## src/rtl/expand_kernal_sequencer.sv

```systemverilog
// Kernel-RAM read sequencer for the expand convolution stage: walks the shared
// kernel address over limit words per layer word, then drains the datapath pipe.
module expand_kernal_sequencer (
    input  logic        clk_i,
    input  logic        rst_n_i,
    input  logic        start_i,
    input  logic [6:0]  one_exp_ker_addr_limit_i,
    input  logic [15:0] layer_word_count_i,
    input  logic        ker_req_i,
    output logic        ker_ready_o,
    output logic [6:0]  ker_rd_addr_o,
    output logic        ker_rd_en_o,
    output logic        layer_last_o,
    output logic        busy_o,
    output logic        done_o
);

    typedef enum logic [1:0] {
        S_IDLE  = 2'd0,
        S_RUN   = 2'd1,
        S_DRAIN = 2'd2,
        S_DONE  = 2'd3
    } state_t;

    localparam logic [1:0] DRAIN_LAST = 2'd2;

    state_t      state;
    logic [6:0]  addr;
    logic [15:0] word_cnt;
    logic [6:0]  limit_q;
    logic [15:0] count_q;
    logic [1:0]  drain_cnt;

    logic        addr_wrap;
    logic        last_word;
    logic        rd_fire;

    // limit_q and count_q are non-zero whenever the FSM is in RUN.
    assign addr_wrap = (addr == limit_q - 7'd1);
    assign last_word = (word_cnt == count_q - 16'd1);
    assign rd_fire   = ker_req_i && (state == S_RUN);

    assign ker_ready_o   = (state == S_RUN);
    assign ker_rd_en_o   = rd_fire;
    assign ker_rd_addr_o = addr;
    assign layer_last_o  = (state == S_RUN) && last_word;
    assign busy_o        = (state == S_RUN) || (state == S_DRAIN);
    assign done_o        = (state == S_DONE);

    // NOTE: sequential state uses non-blocking assignments only, so every
    // register sees the pre-edge value of every other register.
    always_ff @(posedge clk_i) begin
        if (!rst_n_i) begin
            state     <= S_IDLE;
            addr      <= 7'd0;
            word_cnt  <= 16'd0;
            limit_q   <= 7'd0;
            count_q   <= 16'd0;
            drain_cnt <= 2'd0;
        end else if (start_i) begin
            limit_q   <= one_exp_ker_addr_limit_i;
            count_q   <= layer_word_count_i;
            addr      <= 7'd0;
            word_cnt  <= 16'd0;
            drain_cnt <= 2'd0;
            if (one_exp_ker_addr_limit_i == 7'd0 || layer_word_count_i == 16'd0)
                state <= S_DONE;
            else
                state <= S_RUN;
        end else begin
            case (state)
                S_RUN: begin
                    if (ker_req_i) begin
                        if (addr_wrap) begin
                            addr     <= 7'd0;
                            word_cnt <= word_cnt + 16'd1;
                            if (last_word) begin
                                state     <= S_DRAIN;
                                drain_cnt <= 2'd0;
                            end
                        end else begin
                            addr <= addr + 7'd1;
                        end
                    end
                end
                // Three drain cycles cover the datapath's two-stage data/flag pipe.
                S_DRAIN: begin
                    if (drain_cnt == DRAIN_LAST)
                        state <= S_DONE;
                    else
                        drain_cnt <= drain_cnt + 2'd1;
                end
                S_DONE:  state <= S_IDLE;
                default: state <= S_IDLE;
            endcase
        end
    end

endmodule

```

## config.mk

```make
export PLATFORM = sky130hd
export DESIGN_NAME = expand_kernal_sequencer
export DESIGN_NICKNAME = d
export VERILOG_FILES = /design/src/rtl/expand_kernal_sequencer.sv
export SDC_FILE = /design/constraint.sdc
export NUM_CORES = 1
export LEC_CHECK = 0
export BUFFER_PORTS_ARGS = -buffer_cell sky130_fd_sc_hd__buf_4
export CAP_MARGIN = 5
export CORE_MARGIN = 4
export CORE_UTILIZATION = 30
export DETAILED_ROUTE_END_ITERATION = 8
export SLEW_MARGIN = 15
export SYNTH_ARGS = -nofsm -noshare
export SYNTH_HDL_FRONTEND = slang
export SYNTH_SLANG_ARGS = --single-unit
```

## constraint.sdc

```tcl
create_clock -name clk_i -period 3.35 [get_ports clk_i]
set_clock_uncertainty 0.05 [all_clocks]
set_input_delay 0.67 -clock clk_i [delete_from_list [all_inputs] [get_ports clk_i]]
set_output_delay 0.67 -clock clk_i [all_outputs]
set_load 0.01 [all_outputs]
```

==> Yosys cells after proc, flatten, opt, wreduce, memory -nomap -nowiden <==
Cells that the tools add are included.
{ "op_classes": {"addsub": 5, "mul": 0, "div_mod_pow": 0, "order_cmp": 0, "eq_ne": 14, "shifts": 0, "mux": 13, "n_bitwise": 1, "n_reduce_logical": 12} }
{ "ops": {"columns": ["operator", "n"], "rows": [
  ["2-bit 2-to-1 mux", 10],
  ["16-bit by 1-bit adder with 16-bit output, second input constant", 1],
  ["16-bit equality test", 1],
  ["16-bit logical NOT", 1],
  ["16-bit by 1-bit subtractor with 16-bit output, second input constant", 1],
  ["3-bit by 2-bit inequality test with 1-bit output, second input constant", 3],
  ["2-bit one-hot mux with 2 select lines", 2],
  ["7-bit by 1-bit adder with 7-bit output, second input constant", 1],
  ["7-bit equality test", 1],
  ["7-bit logical NOT", 1],
  ["7-bit 2-to-1 mux", 1],
  ["7-bit by 1-bit subtractor with 7-bit output, second input constant", 1],
  ["2-bit equality test, second input constant", 3],
  ["5-bit AND reduction", 1],
  ["2-bit by 1-bit inequality test with 1-bit output, second input constant", 2],
  ["2-bit inequality test, second input constant", 2],
  ["4-bit AND reduction", 1],
  ["3-bit inequality test, second input constant", 1],
  ["3-bit AND reduction", 1],
  ["2-bit by 1-bit adder with 2-bit output, second input constant", 1],
  ["2-bit by 1-bit equality test with 1-bit output, second input constant", 1],
  ["1-bit logical AND", 2],
  ["1-bit logical OR", 2],
  ["2-bit AND reduction", 1],
  ["3 further kinds", 3]
]} }
{ "totals": {"regBits": 50, "latchBits": 0, "ramBits": 0, "mem_bits_ro": 0, "mem_count": 0} }

==> Logic depth before layout (Yosys ltp) <==
Gate-level depths: netlist of run 1.
{ "depth": {"ltp_word": 7, "depth_mapped": 12, "ltp_nobuf": 10} }

==> Least setup slack after synthesis of run 1 <==
OpenSTA, ideal clock, no wires.
{ "synth_path": {"kind": "register -> output", "startpoint": "reg count_q[2]", "endpoint": "out layer_last_o", "arrival_time_ns": 2.187, "required_time_ns": 2.630, "path_slack_ns": 0.443, "stages_incl_launch_ff": 8, "path_buffers": 1, "cell_sequence": "dfxtp_1 buf_6 or4_4 or4_1 o2111ai_1 a21oi_2 or4_1 nor2_1"} }
{ "synth_between": {"elab_chain_len": 3} }
{ "synth_lines": {"columns": ["element", "line_no", "source"], "rows": [
  ["start: declaration", "31", "logic [15:0] count_q;"],
  ["start signal: assignment", "62", "count_q <= layer_word_count_i;"],
  ["16-bit by 1-bit subtractor with 16-bit output", "40", "assign last_word = (word_cnt == count_q - 16'd1);"],
  ["16-bit equality test", "40", null],
  ["1-bit logical AND", "46", "assign layer_last_o = (state == S_RUN) && last_word;"],
  ["end: declaration", "13", "output logic layer_last_o,"]
]} }
No other way between the ends.

==> Worst setup path in the final report of run 1 <==
{ "layout_path": {"startpoint": "reg count_q[0]", "endpoint": "out layer_last_o"} }
The elaborated chain is that of the path after synthesis.

==> results.sh, run 1 <==
export IMPL_status="finished, final reports clean"
export IMPL_grt_ovfl_total=0
export IMPL_seqPwrFrac_pct=51.0
export IMPL_crit_end="layer_last_o"
export IMPL_grt_pass1_vias=2550
export IMPL_hold_buffers=0
export IMPL_ys_flop_type="dfxtp_1"
export IMPL_ios=39
export IMPL_rr_endpoint="drain_cnt[1]$_SDFFE_PP0P_"
export IMPL_ant_nets=0
export IMPL_crit_fanout=7
export IMPL_ys_types=51
export IMPL_clk_path_buf_depth=2
export IMPL_grt_pass1_wl_mm=12.4
export IMPL_power_density_nw_per_um2=338
export IMPL_peakVddDrop_v=0.000194
export IMPL_setup_tns_ns=0
export IMPL_sw_frac_of_total_pct=27.7
export IMPL_endpoint_kind="output port"
export IMPL_antennaDiodeCount=0
export IMPL_worst_r2r_setup_slack_ns=0.36
export IMPL_die_w_um=109
export IMPL_vias=2692
export IMPL_die_h_um=109
export IMPL_synth_warnings=0
export IMPL_startpoint_type="register"
export IMPL_share_comb_of_total_power_pct=20.7
export IMPL_yosysMostFrequentCell="dfxtp_1"
export IMPL_worst_slew_pin_slew_ns=0.476
export IMPL_crit_family="simple AND/OR/NAND/NOR gates"
export IMPL_hold_class="reg -> reg"
export IMPL_crit_chain="inv_1, ha_2, nor3b_4, buf_6, buf_4, nand4_1, xnor2_1, o311ai_1, or4_4, nor2_4, buf_4"
export IMPL_holdWs_ns=0.466
export IMPL_clkPwrFrac_pct=28.2
export IMPL_stdcell_count=536
export IMPL_ys_ff_latch=50
export IMPL_wl_mm=7.48
export IMPL_grtUsageTotal_pct=12.9
export IMPL_dieArea_um2=11900
export IMPL_area_growth_pct=21.0
export IMPL_fin_crit_ns=3.30
export IMPL_core_um2=9860
export IMPL_startpoint="count_q[0]$_SDFFE_PN0P_"
export IMPL_critPathMaxStageDelay_ns=0.55
export IMPL_grt_max_degree=30
export IMPL_cpMaxStageDelayCell="or4_4"
export IMPL_routed_via_density=5.02
export IMPL_maxSlewViolCount=0
export IMPL_synth_common_cells="dfxtp_1, nor2b_1, nor2_1"
export IMPL_synth_edf_count=0
export IMPL_p_int_mw=0.904
export IMPL_clk_latency_ns=0.30
export IMPL_synth_nets=394
export IMPL_rsz0062_at_grt="yes"
export IMPL_routedWlPerCell_um=14.0
export IMPL_setup_viol_count_final=0
export IMPL_reg2reg_depth=12
export IMPL_start_util_pct=30.9
export IMPL_p_sw_mw=0.345
export IMPL_hpwl_mm=5.70
export IMPL_drt_iter0_markers=118
export IMPL_drt_first_pass_iters=4
export IMPL_seq_area_frac_synth_pct=32.8
export IMPL_slew_headroom_pct=68.0
export IMPL_reg2reg_from="count_q[0]$_SDFFE_PN0P_"
export IMPL_cp_num_cells=11
export IMPL_cp_arrival_ns=2.58
export IMPL_cts_root_buffer="clkbuf_8"
export IMPL_fmax_mhz=303
export IMPL_critPathKind="reg -> out"
export IMPL_clock_sinks=50
export IMPL_fin_crit_sh_pct=98.6
export IMPL_syn_cell_area_um2=3050
export IMPL_synth_top_area_cell="dfxtp_1"
export IMPL_path_common_cell="buf_4"
export IMPL_antenna_found_initial=0
export IMPL_final_hold_violation_count=0
export IMPL_layout_nets=439
export IMPL_dp_cells=523
export IMPL_maxCapViolations=0
export IMPL_path_clk_slew_ns=0.09
export IMPL_postSynthAreaPerCell_um2=8.50
export IMPL_cp_required_ns=2.63
export IMPL_worst_path_buf_inv=4
export IMPL_drc=0
export IMPL_cts_tree="built"
export IMPL_synthTopCellsByArea="dfxtp_1, mux2i_1, xnor2_1, nor2b_1, xor2_1"
export IMPL_synthCells=359
export IMPL_leakage_nw=1.40
export IMPL_num_rows=36
export IMPL_htree_levels=2
export IMPL_io_buffers=38
export IMPL_drive_above_1_share_pct=19.6
export IMPL_async_reset_ff_share_pct=0
export IMPL_place_congestion=0.836
export IMPL_cts_inserted_buffers=5
export IMPL_synth_top_area_share_pct=32.8
==> state kept, by name, indices dropped and copies added, names as in the netlist <==
signal and flops:
drain_cnt 2, count_q 16, ker_rd_addr_o 7, limit_q 7
word_cnt 16, state 2
==> cell families after synthesis <==
kind of cell	Yosys count	share of synthesized area [%]
AOI/OAI and AO/OA	52	11.3
xor gates and xnor gates	38	10.9
adders and majority gates	8	3.28
buffers and inverters	33	4.38
DFF	50	32.8
muxes	24	7.87
and+or+nand+nor	154	29.5
==> how the worst min path moves through the flow <==
stage / to / cells past startpoint / from / slack, ns
floorplan: drain_cnt[0]$_SDFFE_PP0P_ / 2 / drain_cnt[0]$_SDFFE_PP0P_ / 0.42
global placement: drain_cnt[0]$_SDFFE_PP0P_ / 2 / drain_cnt[0]$_SDFFE_PP0P_ / 0.43
detailed placement: drain_cnt[0]$_SDFFE_PP0P_ / 2 / drain_cnt[0]$_SDFFE_PP0P_ / 0.45
CTS: drain_cnt[0]$_SDFFE_PP0P_ / 2 / drain_cnt[0]$_SDFFE_PP0P_ / 0.47
global route: drain_cnt[0]$_SDFFE_PP0P_ / 2 / drain_cnt[0]$_SDFFE_PP0P_ / 0.50
finish: drain_cnt[1]$_SDFFE_PP0P_ / 2 / drain_cnt[1]$_SDFFE_PP0P_ / 0.47
==> tightest hold or removal path: stages (launching register included) <==
cell and delay [ns]:
dfxtp_1 0.34, nand2_1 0.06, o211ai_1 0.07
==> power groups by stage <==
stage	Sequential, mW	Clock [mW]	Combinational, mW
2_1_floorplan	0.643	0	0.162
6_report	0.637	0.353	0.259
3_3_place_gp	0.650	0	0.227
3_5_place_dp	0.650	0	0.231
4_1_cts	0.637	0.364	0.250
5_1_grt	0.641	0.388	0.285
==> through the flow <==
stage          cell area [µm²]  power, mW  setup WS (ns)  utilization [%]
2_1_floorplan             3050      0.805          0.443                -
3_3_place_gp              3500      0.877          0.218             35.5
3_5_place_dp              3500      0.881          0.156             35.5
4_1_cts                   3670       1.25         0.0110             37.2
5_1_grt                   3690       1.31        -0.0708             37.5
6_report                  3690       1.25         0.0454             37.5
==> timing repair <==
item                                    4_1_cts  5_1_grt
gates cloned                                  0        0
setup buffers                                 5        2
resized for setup                            12        3
pin swaps                                     6        3
endpoints found under the setup margin        1        1
==> per-layer routing <==
| metal | up-vias | global-route usage (%) | part of all wire (%) |
|---|---|---|---|
| met3 | 11 | 2.55 | 3.8 |
| met4 | 0 | 2.25 | 1.0 |
| met5 | - | 0 | 0 |
| met2 | 46 | 21.5 | 47 |
| li1 | 1361 | - | - |
| met1 | 1274 | 17.6 | 48 |
==> cell type report <==
type,instances,area [µm²]
clock buffer,6,82.6
fill,993,6170
inverter,17,63.8
multi-input combinational,276,1970
sequential,50,1010
tap,133,166
timing repair buffer,54,409
==> placed cells by master, fill, tap and decap left out, types with 4 or more instances in the layout <==
master,netlist,routed
nand4_1,9,9
dfxtp_1,50,47
xnor2_1,21,21
nand3_1,11,11
ha_1,8,7
clkbuf_8,0,6
nor4_1,8,8
or3_1,10,10
o21ai_1,9,9
nand2_1,18,18
mux2i_1,24,24
nor2_1,26,25
nor3b_1,6,6
xor2_1,17,17
nor3_1,11,9
nor2b_1,28,28
o21ai_0,6,6
a21oi_1,14,14
o21a_1,4,4
buf_4,0,53
inv_1,16,16
o311ai_1,4,4
(Power assumes the default switching activity.)
==> run 2, diff against run 1 <==
--- a/config.mk
+++ b/config.mk
@@ -10,6 +10,7 @@
 export CORE_MARGIN = 4
 export CORE_UTILIZATION = 30
 export DETAILED_ROUTE_END_ITERATION = 8
+export RECOVER_POWER = 100
 export SLEW_MARGIN = 15
 export SYNTH_ARGS = -nofsm -noshare
 export SYNTH_HDL_FRONTEND = slang
==> results.sh, run 2 (same netlist as run 1, synthesis figures left out) <==
export IMPL_startpoint_type="register"
export IMPL_cts_tree="built"
export IMPL_die_w_um=109
export IMPL_largestRegisters="count_q (16), word_cnt (16)"
export IMPL_power_density_nw_per_um2=343
export IMPL_routed_via_density=5.01
export IMPL_dieArea_um2=11900
export IMPL_cp_required_ns=2.63
export IMPL_final_hold_violation_count=0
export IMPL_fill_cells=1011
export IMPL_clk_path_buf_depth=2
export IMPL_setup_viol_count_final=0
export IMPL_grt_ovfl_total=0
export IMPL_hold_buffers=0
export IMPL_antenna_found_initial=0
export IMPL_layout_nets=439
export IMPL_peakVddDrop_v=0.000194
export IMPL_maxSlewViolCount=29
export IMPL_grt_pass1_vias=2550
export IMPL_cpMaxStageDelayCell="or4_4"
export IMPL_grt_max_degree=30
export IMPL_cts_root_buffer="clkbuf_8"
export IMPL_path_common_cell="buf_4"
export IMPL_drt_iter0_markers=125
export IMPL_maxCapViolations=1
export IMPL_final_core_util_pct=36.7
export IMPL_fin_crit_ns=3.30
export IMPL_die_h_um=109
export IMPL_crit_fanout=7
export IMPL_drive_above_1_share_pct=15.1
export IMPL_worst_slew_pin_slew_ns=1.84
export IMPL_io_buffers=38
export IMPL_antennaDiodeCount=0
export IMPL_routedWlPerCell_um=13.9
export IMPL_vias=2686
export IMPL_final_common_cell="dfxtp_1"
export IMPL_slew_headroom_pct=-22.6
export IMPL_leakage_nw=1.33
export IMPL_holdWs_ns=0.465
export IMPL_fin_crit_sh_pct=98.4
export IMPL_clk_latency_ns=0.29
export IMPL_num_rows=36
export IMPL_crit_chain="inv_1, ha_2, nor3b_4, buf_6, buf_4, nand4_1, xnor2_1, o311ai_1, or4_4, nor2_4, buf_4"
export IMPL_ant_nets=0
export IMPL_stdcell_count=536
export IMPL_critPathMaxStageDelay_ns=0.55
export IMPL_htree_levels=2
export IMPL_worst_path_buf_inv=4
export IMPL_rsz0062_at_grt="yes"
export IMPL_failed_checks="max-capacitance violations, max-slew violations"
export IMPL_core_um2=9860
export IMPL_drt_first_pass_iters=4
export IMPL_grtUsageTotal_pct=12.9
export IMPL_cp_arrival_ns=2.58
export IMPL_hpwl_mm=5.70
export IMPL_setup_tns_ns=0
export IMPL_crit_family="simple AND/OR/NAND/NOR gates"
export IMPL_ios=39
export IMPL_clock_sinks=50
export IMPL_path_clk_slew_ns=0.09
export IMPL_cts_inserted_buffers=5
export IMPL_start_util_pct=30.9
export IMPL_regArea_um2=1010
export IMPL_fin_ws_ns=0.0527
export IMPL_status="finished, violations left"
export IMPL_hold_class="reg -> reg"
export IMPL_wl_mm=7.46
export IMPL_endpoint_kind="output port"
export IMPL_area_growth_pct=18.6
export IMPL_fmax_mhz=303
export IMPL_final_cell_mix="dfxtp_1, buf_4, nor2b_1, nor2_1, mux2i_1"
export IMPL_critPathKind="reg -> out"
export IMPL_multi_input_area_um2=1950
export IMPL_drc=0
export IMPL_grt_pass1_wl_mm=12.4
export IMPL_place_congestion=0.836
export IMPL_pre_cts_ws_ns=0.156
export IMPL_dp_cells=523
run 2: cell types whose count changed in the layout (fill, tap and decap cells not counted):
cell | previous run | this run
a221oi_1 | 0 | 1
a221oi_2 | 1 | 0
a41oi_1 | 0 | 1
a41oi_2 | 1 | 0
and2_0 | 0 | 1
and2_1 | 1 | 0
buf_4 | 53 | 37
clkbuf_1 | 0 | 16
run 2: per-stage QoR:
step | total power, mW | area (µm²)
CTS | 1.25 | 3670
global route | 1.31 | 3620
detailed placement | 0.881 | 3500
global placement | 0.877 | 3500
floorplan | 0.805 | 3050
finish | 1.24 | 3620
run 2: metal layers:
metal | routed length [µm] | track usage (%) | vias to the layer above | share of wire (%)
met5 | 0 | 0 | - | 0
met4 | 63 | 2.25 | 0 | 0.84
met3 | 300 | 2.55 | 9 | 4.0
met2 | 3480 | 21.5 | 50 | 47
met1 | 3620 | 17.6 | 1266 | 48
li1 | - | - | 1361 | -
run 2: tightest hold or removal path, delay by kind of cell, from the launching register on:
kind / cells / cell delay, ns
flops: 1 / 0.34
compound gates: 1 / 0.07
simple gates: 1 / 0.06
run 2: layout make-up:
type / instances / share of cell area (%)
inverters: 17 / 1.76
multi-input cells: 276 / 53.9
flip-flops and latches: 50 / 27.8
repair buffers: 54 / 9.64
well taps: 133 / 4.60
clock buffers: 6 / 2.28
run 2: worst paths after layout:
path / cells past startpoint / slack [ns] / to / start
max: 11 / 0.05 / layer_last_o / count_q[0]$_SDFFE_PN0P_
min: 2 / 0.47 / drain_cnt[1]$_SDFFE_PP0P_ / drain_cnt[1]$_SDFFE_PP0P_
max reg2reg: 10 / 0.22 / drain_cnt[0]$_SDFFE_PP0P_ / limit_q[0]$_SDFFE_PN0P_
min reg2reg: 2 / 0.47 / drain_cnt[1]$_SDFFE_PP0P_ / drain_cnt[1]$_SDFFE_PP0P_
run 2: where the power goes:
group	total [mW]	switching [mW]	internal [mW]
sequential	0.637	0.0250	0.612
combinational	0.254	0.126	0.128
clock	0.352	0.192	0.160
run 2: what timing repair did:
| item | CTS | global route |
|---|---|---|
| gates resized for setup | 12 | 3 |
| pin swaps | 6 | 3 |
| gates cloned | 0 | 0 |
| endpoints found under the setup margin | 1 | 1 |
| setup buffers | 5 | 2 |
